## src/rtl/tag_fifo_scheduler_pkg.sv

```systemverilog
`default_nettype none
// ============================================================================
//  Module   : tag_fifo_scheduler_pkg
//  Purpose  : Shared widths, entry/tag layouts and tag helper for the
//             DRAM-cache tag scheduling path.
//  Revision : 1.0 - initial release
// ============================================================================
package tag_fifo_scheduler_pkg;

  localparam int DEF_ADDR_WIDTH = 64;
  localparam int DEF_TID_WIDTH  = 16;
  localparam int DEF_TAG_WIDTH  = 56;
  localparam int DEF_MAX_PEND   = 8;
  // Stored tag bits: the tag word minus its valid and dirty flags
  localparam int DEF_TAG_BITS   = DEF_TAG_WIDTH - 2;

  // One tag FIFO entry; packed MSB-first as {write, addr, tid}
  typedef struct packed {
    logic                      write;
    logic [DEF_ADDR_WIDTH-1:0] addr;
    logic [DEF_TID_WIDTH-1:0]  tid;
  } tag_fifo_entry_t;

  // Returned DRAM-cache tag word
  typedef struct packed {
    logic                    valid;
    logic                    dirty;
    logic [DEF_TAG_BITS-1:0] tag;
  } rtag_t;

  // Tag portion of an address: the top TAG_BITS address bits
  function automatic logic [DEF_TAG_BITS-1:0] tag_of(input logic [DEF_ADDR_WIDTH-1:0] addr);
    return addr[DEF_ADDR_WIDTH-1 -: DEF_TAG_BITS];
  endfunction

endpackage
`default_nettype wire

```

## src/rtl/tag_fifo_scheduler_pend_queue.sv

```systemverilog
`default_nettype none
// ============================================================================
//  Module   : tag_fifo_scheduler_pend_queue
//  Purpose  : In-order circular queue of arbitrary entry type. Holds entries
//             that were issued but whose response has not yet returned.
//  Revision : 1.0 - initial release
// ============================================================================
module tag_fifo_scheduler_pend_queue #(
  parameter int  DEPTH = 8,
  parameter type T     = logic [7:0]
) (
  input  logic                     clk,
  input  logic                     rst,
  input  logic                     push,
  input  T                         push_data,
  input  logic                     pop,
  output logic [$clog2(DEPTH):0]   count,
  output T                         head
);

  localparam int PTR_W = $clog2(DEPTH);
  localparam int CNT_W = $clog2(DEPTH) + 1;

  T                 mem [DEPTH];
  logic [PTR_W-1:0] wr_ptr;
  logic [PTR_W-1:0] rd_ptr;
  logic             do_push;
  logic             do_pop;

  // Pop only when occupied; push when there is room or a slot frees this cycle
  assign do_pop  = pop && (count != '0);
  assign do_push = push && ((count != CNT_W'(DEPTH)) || do_pop);
  assign head    = mem[rd_ptr];

  // Entry storage; contents are don't-care until written, so no reset
  always_ff @(posedge clk) begin
    if (do_push) begin
      mem[wr_ptr] <= push_data;
    end
  end

  // Pointers wrap naturally (DEPTH is a power of two); count tracks occupancy
  always_ff @(posedge clk or posedge rst) begin
    if (rst) begin
      wr_ptr <= '0;
      rd_ptr <= '0;
      count  <= '0;
    end else begin
      if (do_push) wr_ptr <= wr_ptr + PTR_W'(1);
      if (do_pop)  rd_ptr <= rd_ptr + PTR_W'(1);
      case ({do_push, do_pop})
        2'b10:   count <= count + CNT_W'(1);
        2'b01:   count <= count - CNT_W'(1);
        default: count <= count;
      endcase
    end
  end

endmodule
`default_nettype wire

```

## src/rtl/tag_fifo_scheduler.sv

```systemverilog
`default_nettype none
// ============================================================================
//  Module   : tag_fifo_scheduler
//  Purpose  : Pops tag FIFO entries under a credit limit, parks them in an
//             in-order pending queue, pairs each returned cache tag with the
//             oldest entry and presents a registered hit/miss/dirty result.
//  Revision : 1.0 - initial release
// ============================================================================
module tag_fifo_scheduler
  import tag_fifo_scheduler_pkg::*;
#(
  parameter int ADDR_WIDTH = DEF_ADDR_WIDTH,
  parameter int TID_WIDTH  = DEF_TID_WIDTH,
  parameter int TAG_WIDTH  = DEF_TAG_WIDTH,
  parameter int MAX_PEND   = DEF_MAX_PEND
) (
  input  logic                          clk,
  input  logic                          rst,
  input  logic                          aempty_i,
  output logic                          rden_o,
  input  logic [ADDR_WIDTH+TID_WIDTH:0] fifo_data_i,
  input  logic                          rtag_valid_i,
  input  logic [TAG_WIDTH-1:0]          rtag_i,
  output logic                          rtag_ready_o,
  output logic                          res_valid_o,
  input  logic                          res_ready_i,
  output logic                          res_hit_o,
  output logic                          res_dirty_o,
  output logic                          res_write_o,
  output logic [ADDR_WIDTH-1:0]         res_addr_o,
  output logic [TID_WIDTH-1:0]          res_tid_o,
  output logic [$clog2(MAX_PEND):0]     pend_cnt_o
);

  localparam int CNT_W    = $clog2(MAX_PEND) + 1;
  localparam int TAG_BITS = TAG_WIDTH - 2;

  typedef struct packed {
    logic                  write;
    logic [ADDR_WIDTH-1:0] addr;
    logic [TID_WIDTH-1:0]  tid;
  } entry_t;

  logic             pop_in_flight;
  logic [CNT_W-1:0] pend_cnt;
  logic [CNT_W:0]   credit_used;
  entry_t           fifo_entry;
  entry_t           head;
  logic             tag_hs;
  logic             tag_hit;

  assign fifo_entry = entry_t'(fifo_data_i);

  // Credit covers both queued entries and the one whose data is still arriving
  assign credit_used  = {1'b0, pend_cnt} + {{CNT_W{1'b0}}, pop_in_flight};
  assign rden_o       = !rst && !aempty_i && (credit_used < (CNT_W+1)'(MAX_PEND));

  // A tag is only taken when there is an entry to pair it with and room for the result
  assign rtag_ready_o = (pend_cnt != '0) && (!res_valid_o || res_ready_i);
  assign tag_hs       = rtag_valid_i && rtag_ready_o;

  // A tag-equal line whose valid bit is clear is still a miss
  assign tag_hit    = rtag_i[TAG_WIDTH-1] &&
                      (rtag_i[TAG_BITS-1:0] == head.addr[ADDR_WIDTH-1 -: TAG_BITS]);
  assign pend_cnt_o = pend_cnt;

  tag_fifo_scheduler_pend_queue #(
    .DEPTH (MAX_PEND),
    .T     (entry_t)
  ) u_pend_queue (
    .clk       (clk),
    .rst       (rst),
    .push      (pop_in_flight),
    .push_data (fifo_entry),
    .pop       (tag_hs),
    .count     (pend_cnt),
    .head      (head)
  );

  // FIFO read data arrives one cycle after the pop strobe
  always_ff @(posedge clk or posedge rst) begin
    if (rst) begin
      pop_in_flight <= 1'b0;
    end else begin
      pop_in_flight <= rden_o;
    end
  end

  // Single result slot: load on tag handshake, drain on consumer handshake
  always_ff @(posedge clk or posedge rst) begin
    if (rst) begin
      res_valid_o <= 1'b0;
      res_hit_o   <= 1'b0;
      res_dirty_o <= 1'b0;
      res_write_o <= 1'b0;
      res_addr_o  <= '0;
      res_tid_o   <= '0;
    end else if (tag_hs) begin
      res_valid_o <= 1'b1;
      res_hit_o   <= tag_hit;
      res_dirty_o <= rtag_i[TAG_WIDTH-2];
      res_write_o <= head.write;
      res_addr_o  <= head.addr;
      res_tid_o   <= head.tid;
    end else if (res_valid_o && res_ready_i) begin
      res_valid_o <= 1'b0;
    end
  end

`ifndef SYNTHESIS
  // A returned tag with nothing outstanding is a protocol error upstream
  sva_tag_without_req: assert property (@(posedge clk) disable iff (rst)
    !(rtag_valid_i && (pend_cnt == '0)))
    else $error("tag_fifo_scheduler: rtag_valid_i with empty pending queue");
`endif

endmodule
`default_nettype wire

```

## config.mk

```make
export PLATFORM = sky130hd
export DESIGN_NAME = tag_fifo_scheduler
export DESIGN_NICKNAME = d
export VERILOG_FILES = /design/src/rtl/tag_fifo_scheduler_pkg.sv /design/src/rtl/tag_fifo_scheduler_pend_queue.sv /design/src/rtl/tag_fifo_scheduler.sv
export SDC_FILE = /design/constraint.sdc
export NUM_CORES = 1
export LEC_CHECK = 0
export CAP_MARGIN = 20
export CORE_UTILIZATION = 25
export DETAILED_ROUTE_END_ITERATION = 10
export PLACE_DENSITY = 0.41
export SLEW_MARGIN = 20
export SYNTH_ARGS = -nofsm -noshare
export SYNTH_HDL_FRONTEND = slang
export SYNTH_SLANG_ARGS = --single-unit
```

## constraint.sdc

```tcl
create_clock -name clk -period 10.4 [get_ports clk]
set_clock_uncertainty 0.1 [all_clocks]
set_input_delay 1.04 -clock clk [delete_from_list [all_inputs] [get_ports clk]]
set_output_delay 1.04 -clock clk [all_outputs]
set_load 0.005 [all_outputs]
```

# ---- Word level (Yosys, flattened, before mapping)
# Memories as Yosys holds them, arrays and structs flattened.
# Cells that the tools add are included.
dict set report totals {
  ramBits 648
  inputBits 142
  ff_bits 95
  elab_cells 42
  memories 1
  out_inout_bits 90
}
# name words width read_ports rd_clocked_by_memory_dff wr line_no
set memory_table {}
lappend memory_table {u_pend_queue.mem 8 81 1 0 1 tag_fifo_scheduler_pend_queue.sv:24} ;# T mem [DEPTH];
dict set report op_classes {
  n_addsub 5
  n_reduce_logical 16
  mux 5
  n_eq_ne 4
  order_cmp 1
}
# cell n
set ops {}
lappend ops {{54-bit == test} 1}
lappend ops {{1-bit logical AND} 8}
lappend ops {{4-bit one-hot mux with 2 select lines} 1}
lappend ops {{3-bit by 1-bit adder with 3-bit output, second input constant} 2}
lappend ops {{4-bit by 1-bit adder with 5-bit output} 1}
lappend ops {{5-bit by 4-bit < comparator with 1-bit output, second input constant} 1}
lappend ops {{4-bit by 1-bit adder with 4-bit output, second input constant} 1}
lappend ops {{1-bit two-way mux} 4}
lappend ops {{4-bit != test, second input constant} 1}
lappend ops {{2-bit nonzero test} 2}
lappend ops {{4-bit nonzero test} 1}
lappend ops {{4-bit by 1-bit subtractor with 4-bit output, second input constant} 1}
lappend ops {{1-bit logical NOT} 3}
lappend ops {{2-bit by 1-bit == test with 1-bit output, second input constant} 1}
lappend ops {{2-bit == test, second input constant} 1}
lappend ops {{1-bit logical OR} 2}

# ---- Logic depth before layout (Yosys ltp)
# Gate-level depths: netlist of the first run.
dict set report depth {
  word_depth 9
  mapped_depth 11
  ltp_nobuf 9
}

# ---- Modules after synthesis
# From an unflattened synthesis of the first run, not the netlist that was laid out.
dict set report unflattened {
  hier_cells 1299
  hier_area_um2 29110.4
}
# mod seq_area_each_um2 cells_per_inst n_inst area_each_um2
set by_module_without_submodules {}
lappend by_module_without_submodules {tag_fifo_scheduler_pend_queue 19708.9 1008 1 25279.2}
lappend by_module_without_submodules {tag_fifo_scheduler 2127.0 291 1 3831.2}

# ---- Worst setup path after synthesis of the first run
# No wires, ideal clock.
dict set report synth_timing {
  path_kind {in2reg}
  from {input res_ready_i}
  to {memory u_pend_queue.mem[0][0] in the netlist's numbering (enable)}
  setup_ns 0.719
  arrival_time_ns 9.191
  required_time_ns 9.581
  stages 5
  path_buffers 0
  setup_slack_ns 0.390
  path_cell_list {nand2b_1 -> nand3_1 -> nand3_1 -> nand2_1 -> nor4_1}
}
dict set report synth_via {
  elab_chain_cells 8
}
# element line_no
set synth_lines {}
lappend synth_lines {{start, declared} tag_fifo_scheduler.sv:26} ;# input logic res_ready_i,
lappend synth_lines {{1-bit logical OR} tag_fifo_scheduler.sv:59} ;# assign rtag_ready_o = (pend_cnt != '0) && (!res_valid_o || res_ready_i);
lappend synth_lines {{1-bit logical AND} tag_fifo_scheduler.sv:59}
lappend synth_lines {{1-bit logical AND} tag_fifo_scheduler.sv:60} ;# assign tag_hs = rtag_valid_i && rtag_ready_o;
lappend synth_lines {{1-bit logical AND} tag_fifo_scheduler_pend_queue.sv:31} ;# assign do_pop = pop && (count != '0);
lappend synth_lines {{1-bit logical OR} tag_fifo_scheduler_pend_queue.sv:32} ;# assign do_push = push && ((count != CNT_W'(DEPTH)) || do_pop);
lappend synth_lines {{1-bit logical AND} tag_fifo_scheduler_pend_queue.sv:32}
lappend synth_lines {{1-bit two-way mux} tag_fifo_scheduler_pend_queue.sv:37} ;# if (do_push) begin
lappend synth_lines {{1-bit two-way mux (not written as such)} tag_fifo_scheduler_pend_queue.sv:38} ;# mem[wr_ptr] <= push_data;
lappend synth_lines {{end, declared} tag_fifo_scheduler_pend_queue.sv:24}
# Every way passes these cells.

# ---- Final worst setup path of the first run
dict set report layout_timing {
  from {register u_pend_queue.rd_ptr[0]}
  to {register res_hit_o}
}
dict set report layout_via {
  elab_chain_cells 3
}
# element line_no
set layout_lines {}
lappend layout_lines {{start, declared} tag_fifo_scheduler_pend_queue.sv:26} ;# logic [PTR_W-1:0] rd_ptr;
lappend layout_lines {{start signal, assigned} tag_fifo_scheduler_pend_queue.sv:50} ;# if (do_pop) rd_ptr <= rd_ptr + PTR_W'(1);
lappend layout_lines {{memory read 8 x 81 bit} -}
lappend layout_lines {{54-bit == test} tag_fifo_scheduler.sv:64} ;# (rtag_i[TAG_BITS-1:0] == head.addr[ADDR_WIDTH-1 -: TAG_BITS]);
lappend layout_lines {{1-bit logical AND} tag_fifo_scheduler.sv:63} ;# assign tag_hit = rtag_i[TAG_WIDTH-1] &&
lappend layout_lines {{end signal, assigned} tag_fifo_scheduler.sv:100} ;# res_hit_o <= tag_hit;
lappend layout_lines {{end, declared} tag_fifo_scheduler.sv:27} ;# output logic res_hit_o,
# Every way passes these cells.
# A chain may end at the register's enable or synchronous reset.

==> results.ini, run 1 <==
[status]
outcome=finished, final reports clean

[grt]
grt_pass1_wl_mm=113
grt_pass1_vias=15200
grt_max_degree=115
antenna_found_initial=15
grt_overflow=0
grtUsageTotal=0.137

[floorplan]
row_count=123
dieArea_um2=115000
boundaryPins=232
die_width_um=339
die_y_um=339
core_area_um2=113000
start_util=0.252

[power]
powerDensity_nw_per_um2=265
leakage_nw=11.5
max-vdd-ir-drop_uv=137
total_power_mw=9.36

[sta]
min_period_ns=4.82
setup-tns-final_ns=0
tightest_slew_ns=1.11
min_period_over_period=0.463
hold_violations=0
fmax_mhz=208
setup_viol=0
grt_setup_unrepaired=false
drv_slew=0
timing.hold.ws_ns=0.379
slew_headroom=0.260

[hold_path]
min_path_type=reg2reg
min-delay-start=res_addr_o[20]
min_path_cells=2
min_to=res_addr_o[20]

[final_layout]
final_cell_mix=edfxtp_1, clkdlybuf4s50_1, mux2i_1, mux4_2, nand2_1
n_fill_cell=10900
area_growth_pct=24.1
drive_above_1_share=0.169
final_area_um2=35300
layout.nets=1885
final_common_cell=edfxtp_1

[run]
maxCapViolCount=0

[setup_path]
rr_worst_depth=8
path_max_fanout=38
timing.reg2reg.setup_slack_ns=5.58
cp-start-kind=flop
r2r_start=u_pend_queue.rd_ptr[0]
worstPathArrival_ns=5.27
critPathCaptureType=flop
critical_path_class=reg2reg
cp-startpoint=u_pend_queue.rd_ptr[0]
reg2reg_to=res_hit_o
crit_required_ns=10.86

[routing]
wl_per_cell_um=23.8
avgViaCountPerCell=4.34
drc=0
drt_pass1_iterations=5
ant_nets=0
wl_mm=78.9
vias=14400
drtIter0Drc=817

[clock_network]
cts_buffers=85
clkLatencyLatePin_ns=0.65
post_cts_resized=0
clock_sinks=743
post_cts_buffers=0
cts_buffer_depth=3
cts_hold_buf=0
cts_tree=built
cts_root_buf=clkbuf_16
h-tree-depth=3
clk_pin_slew_ns=0.06

[synth]
syn-num-nets=1606
avgSynthCellArea_um2=19.5
synthesis.instances=1459
ys_seq_area_frac=0.768
synth_area_leaders=edfxtp_1, mux4_2, dfrtp_1, mux2i_1, o21ai_0
ys_ff_latch=743
synth_largest_area_cell=edfxtp_1
synth_area_um2=28400
synth_top_area_frac=0.684
yosys_warnings=0
synth.distinct_cells=38

[placed_design]
place_hpwl_mm=50.0
globalplace.congestion=0.780
io_buffers=231
placement.cell_area_um2=32600

-- flip-flops by register name (all words and copies together) (netlist names) --
register and flops:
res_dirty_o 1, u_pend_queue.rd_ptr 3, res_addr_o 64, u_pend_queue.count 4, res_tid_o 16, pop_in_flight 1, res_write_o 1, u_pend_queue.mem 648
res_valid_o 1, u_pend_queue.wr_ptr 3, res_hit_o 1
-- per-stage QoR --
step,std cells,setup WS (ns),util
2_1_floorplan,1459,0.390,-
3_3_place_gp,3151,5.39,0.290
3_5_place_dp,3151,5.35,0.290
4_1_cts,3310,5.40,0.313
5_1_grt,3310,5.31,0.313
6_report,3311,5.58,0.313
-- worst max-delay path by stage --
stage | to | cells past startpoint
floorplan | u_pend_queue.mem[0][0] | 5
global placement | u_pend_queue.mem[4][12] | 10
detailed placement | u_pend_queue.mem[4][12] | 10
CTS | res_hit_o | 8
global route | res_hit_o | 8
finish | res_hit_o | 8
-- logic make-up after synthesis --
group / Yosys count / share of synthesized area
flops: 743 / 0.768
mux: 249 / 0.140
compound gates: 166 / 0.0341
simple gates: 164 / 0.0261
buf+inv: 78 / 0.0124
xor+xnor: 54 / 0.0166
fa+ha+maj: 5 / 0.00246
-- critical path: stages (launching register included) --
cell	delay, ns
dfrtp_4	0.92
buf_4	0.68
nor2b_2	0.76
a22oi_1	0.24
o21ai_1	0.32
xnor2_1	0.17
nor4_1	0.91
nand4_1	0.21
o31ai_1	0.29
-- where the power goes --
part	total, mW	internal [mW]	switching (mW)
Combinational	2.73	1.25	1.48
Clock	2.80	1.59	1.21
Sequential	3.83	3.56	0.266
Total	9.36	6.40	2.96
-- metal layers --
layer	vias up	global-route usage	part of all wire
met4	18	0.0342	0.021
li1	6423	-	-
met5	-	0	0.0014
met2	368	0.214	0.46
met1	7421	0.189	0.46
met3	132	0.0337	0.055
-- area by class of cell --
cell class,count,area (µm²),area share
Clock buffer,108,2230,0.0633
Sequential cell,743,21800,0.619
Tap cell,1500,1880,0.0532
Timing Repair Buffer,264,2570,0.0729
Clock inverter,51,392,0.0111
Multi-Input combinational cell,638,6320,0.179
Antenna cell,1,2.50,0.0000709
Inverter,6,25.0,0.000709
-- cells in the mapped netlist --
library cell / count
nand4_1: 5
mux2_2: 8
nor4_2: 1
or2_1: 1
o22ai_1: 3
edfxtp_1: 648
o31ai_1: 8
dfrtp_1: 95
buf_2: 29
nor2_1: 10
a21oi_1: 1
o21ai_1: 13
xor2_1: 6
o21a_1: 1
or4_1: 2
a22oi_1: 33
buf_1: 14
xnor2_1: 48
mux4_2: 119
fa_1: 1
nor4_1: 13
buf_4: 6
a21o_1: 1
clkbuf_1: 23
nor2b_1: 4
or3_1: 6
inv_1: 6
nand2b_1: 5
ha_1: 4
and2_1: 3
a22o_1: 6
and3_1: 1
nand2_1: 102
a221oi_1: 1
nand3_1: 4
o21ai_0: 99
mux2i_1: 122
nor3_1: 7
Note: power is estimated with default switching activity, not from simulation.
==> run 2: changes to the inputs <==
--- a/config.mk
+++ b/config.mk
@@ -8,7 +8,7 @@
 export CAP_MARGIN = 20
 export CORE_UTILIZATION = 25
 export DETAILED_ROUTE_END_ITERATION = 10
-export PLACE_DENSITY = 0.41
+export PLACE_DENSITY = 0.42
 export SLEW_MARGIN = 20
 export SYNTH_ARGS = -nofsm -noshare
 export SYNTH_HDL_FRONTEND = slang
==> constraint.sdc (replaced) <==
create_clock -name clk -period 4.3 [get_ports clk]
set_clock_uncertainty 0.1 [all_clocks]
set_input_delay 0.43 -clock clk [delete_from_list [all_inputs] [get_ports clk]]
set_output_delay 0.43 -clock clk [all_outputs]
set_load 0.005 [all_outputs]
==> run 2 against run 1 <==
Die area is the same. Largest power group unchanged. Critical endpoint unchanged. Cell area up 2.3%. Register-to-register slack lost 5.1 ns. Wire length is 0.74% higher.
==> results.ini, run 2 (synthesized netlist as in run 1, its figures left out) <==
[status]
outcome=finished, final reports clean

[floorplan]
die_width_um=339  ; unchanged
row_count=123  ; unchanged
core_area_um2=113000  ; unchanged
boundaryPins=232  ; unchanged
die_y_um=339  ; unchanged
dieArea_um2=115000  ; unchanged
start_util=0.252  ; unchanged

[clock_network]
post_cts_buffers=0  ; unchanged
cts_tree=built
cts_hold_buf=0  ; unchanged
clkLatencyLatePin_ns=0.65  ; about the same
cts_buffers=85  ; unchanged
clk_pin_slew_ns=0.06  ; about the same
post_cts_resized=0  ; unchanged
cts_root_buf=clkbuf_16
clock_sinks=743  ; unchanged
h-tree-depth=3  ; unchanged
cts_buffer_depth=3  ; unchanged

[setup_path]
rr_worst_depth=7  ; -1
cp-startpoint=u_pend_queue.rd_ptr[1]
worstPathArrival_ns=4.22  ; -1.05 ns
crit_buf_inv=1  ; unchanged
timing.reg2reg.setup_slack_ns=0.51  ; -5.08 ns
path_max_fanout=35  ; -7.9%
critPathMaxStageDelay_ns=0.89  ; -0.03 ns
critPathCaptureType=flop
crit_cells=7  ; -1
cp_slowest_cell=dfrtp_4
r2r_start=u_pend_queue.rd_ptr[1]
crit_required_ns=4.73  ; -6.13 ns
reg2reg_to=res_hit_o
critical_path_class=reg2reg
critPathTopFamily=simple AND/OR/NAND/NOR gates
crit_chain=buf_12 -> mux4_2 -> o21ai_1 -> xnor2_1 -> nor4_1 -> nand4_1 -> o31ai_1
cp-start-kind=flop
crit_end=res_hit_o

[final_layout]
area_growth_pct=26.9
largest_reg_flops=648  ; unchanged
top_register=u_pend_queue.mem
final_cells=3338  ; +0.82%
drive_above_1_share=0.179  ; +0.0100
layout.nets=1913  ; +1.5%
reg.largest.list=u_pend_queue.mem x648, res_addr_o x64, res_tid_o x16
final_common_cell=edfxtp_1
final_cell_mix=edfxtp_1, clkdlybuf4s50_1, mux2i_1, mux4_2, nand2_1

[sta]
fmax_mhz=264  ; +27%
hold_violations=0  ; unchanged
slew_headroom=0.332  ; +0.0723
grt_setup_unrepaired=false
setup_viol=0  ; unchanged
setup-tns-final_ns=0  ; unchanged
timing.hold.ws_ns=0.251  ; -0.128 ns
drv_slew=0  ; unchanged
tightest_slew_ns=1.00  ; -0.109 ns
min_period_over_period=0.882  ; +0.419
min_period_ns=3.79  ; -1.02 ns

[power]
clockPowerShare=0.322  ; +0.023
comb_power_share=0.286  ; -0.006
leakage_nw=11.9  ; +3.3%
powerDensity_nw_per_um2=653  ; +150%
p_sw_mw=7.07  ; +140%
power_frac_seq=0.392  ; -0.017
swShare=0.300  ; -0.0166
p_int_mw=16.5  ; +160%
max-vdd-ir-drop_uv=314  ; +130%

[grt]
antenna_found_initial=17  ; +2
met1_usage=0.189  ; +0.000300
grt_overflow=0  ; unchanged
grt_max_degree=85  ; -26%
use_met3=0.0417  ; +0.00806
grtUsageTotal=0.138  ; +0.00134
grt_busiest_layer=met2
grt_pass1_wl_mm=114  ; +0.85%
grt_pass1_vias=15200  ; +0.23%
grt_use_met2=0.212  ; -0.00145

[routing]
drt_pass1_iterations=5  ; unchanged
wl_mm=79.5  ; +0.74%
ant_nets=0  ; unchanged
wl_per_cell_um=23.8  ; about the same
drc=0  ; unchanged
drtIter0Drc=1067  ; +31%
vias=14500  ; +1.2%
avgViaCountPerCell=4.35  ; +0.37%

[placed_design]
place_inst=3179  ; +0.89%
io_buffers=231  ; unchanged
globalplace.congestion=0.762  ; -2.4%
place_hpwl_mm=51.5  ; +3.0%

[hold_path]
min_path_type=in2reg

[run]
maxCapViolCount=0  ; unchanged

run 2: changes by cell type in the layout (fill, tap and decap cells not counted), sizes merged:
cell and delta:
buf +28, clkinv -15, bufinv +12, clkbuf +9, clkinvlp -7
run 2: worst min-delay path by stage:
stage           startpoint          end  slack, ns  depth (start not counted)
4_1_cts         rtag_i[54]  res_dirty_o       0.19                          3
2_1_floorplan  res_dirty_o  res_dirty_o       0.37                          2
6_report        rtag_i[54]  res_dirty_o       0.25                          3
3_3_place_gp   res_dirty_o  res_dirty_o       0.36                          2
3_5_place_dp   res_dirty_o  res_dirty_o       0.37                          2
5_1_grt         rtag_i[54]  res_dirty_o       0.22                          3
run 2: cell type report:
class	count	area [µm²]
multi-input cells	638	6340
fillers	10800	76600
clock inverters	41	584
flip-flops and latches	743	21800
well taps	1500	1880
diodes	1	2.50
inverters	6	27.5
repair buffers	292	3030
clock buffers	117	2360
run 2: stage by stage:
stage	utilization	setup WS [ns]	instance area [µm²]	total power [mW]
floorplan	-	-0.814	28500	13.0
global placement	0.294	0.462	33100	16.3
detailed placement	0.294	0.425	33100	16.3
CTS	0.320	0.384	36100	24.0
global route	0.320	0.391	36100	24.8
finish	0.320	0.508	36100	23.6
run 2: power by group through the flow:
stage | registers [mW] | logic [mW] | clock network (mW)
2_1_floorplan | 9.10 | 3.93 | 0
3_3_place_gp | 9.39 | 6.92 | 0
4_1_cts | 9.26 | 6.95 | 7.82
5_1_grt | 9.34 | 7.33 | 8.08
3_5_place_dp | 9.40 | 6.93 | 0
6_report | 9.23 | 6.74 | 7.59
run 2: metal layers:
layer,wire [µm],vias to the layer above
li1,-,6470
met1,36100,7511
met2,36300,410
met3,5410,124
met4,1590,18
met5,117,-
run 2: worst register-to-register path, stage by stage, from the launching register on:
cell	delay, ns
dfrtp_4	0.89
buf_12	0.30
mux4_2	0.35
o21ai_1	0.44
xnor2_1	0.20
nor4_1	0.69
nand4_1	0.39
o31ai_1	0.32
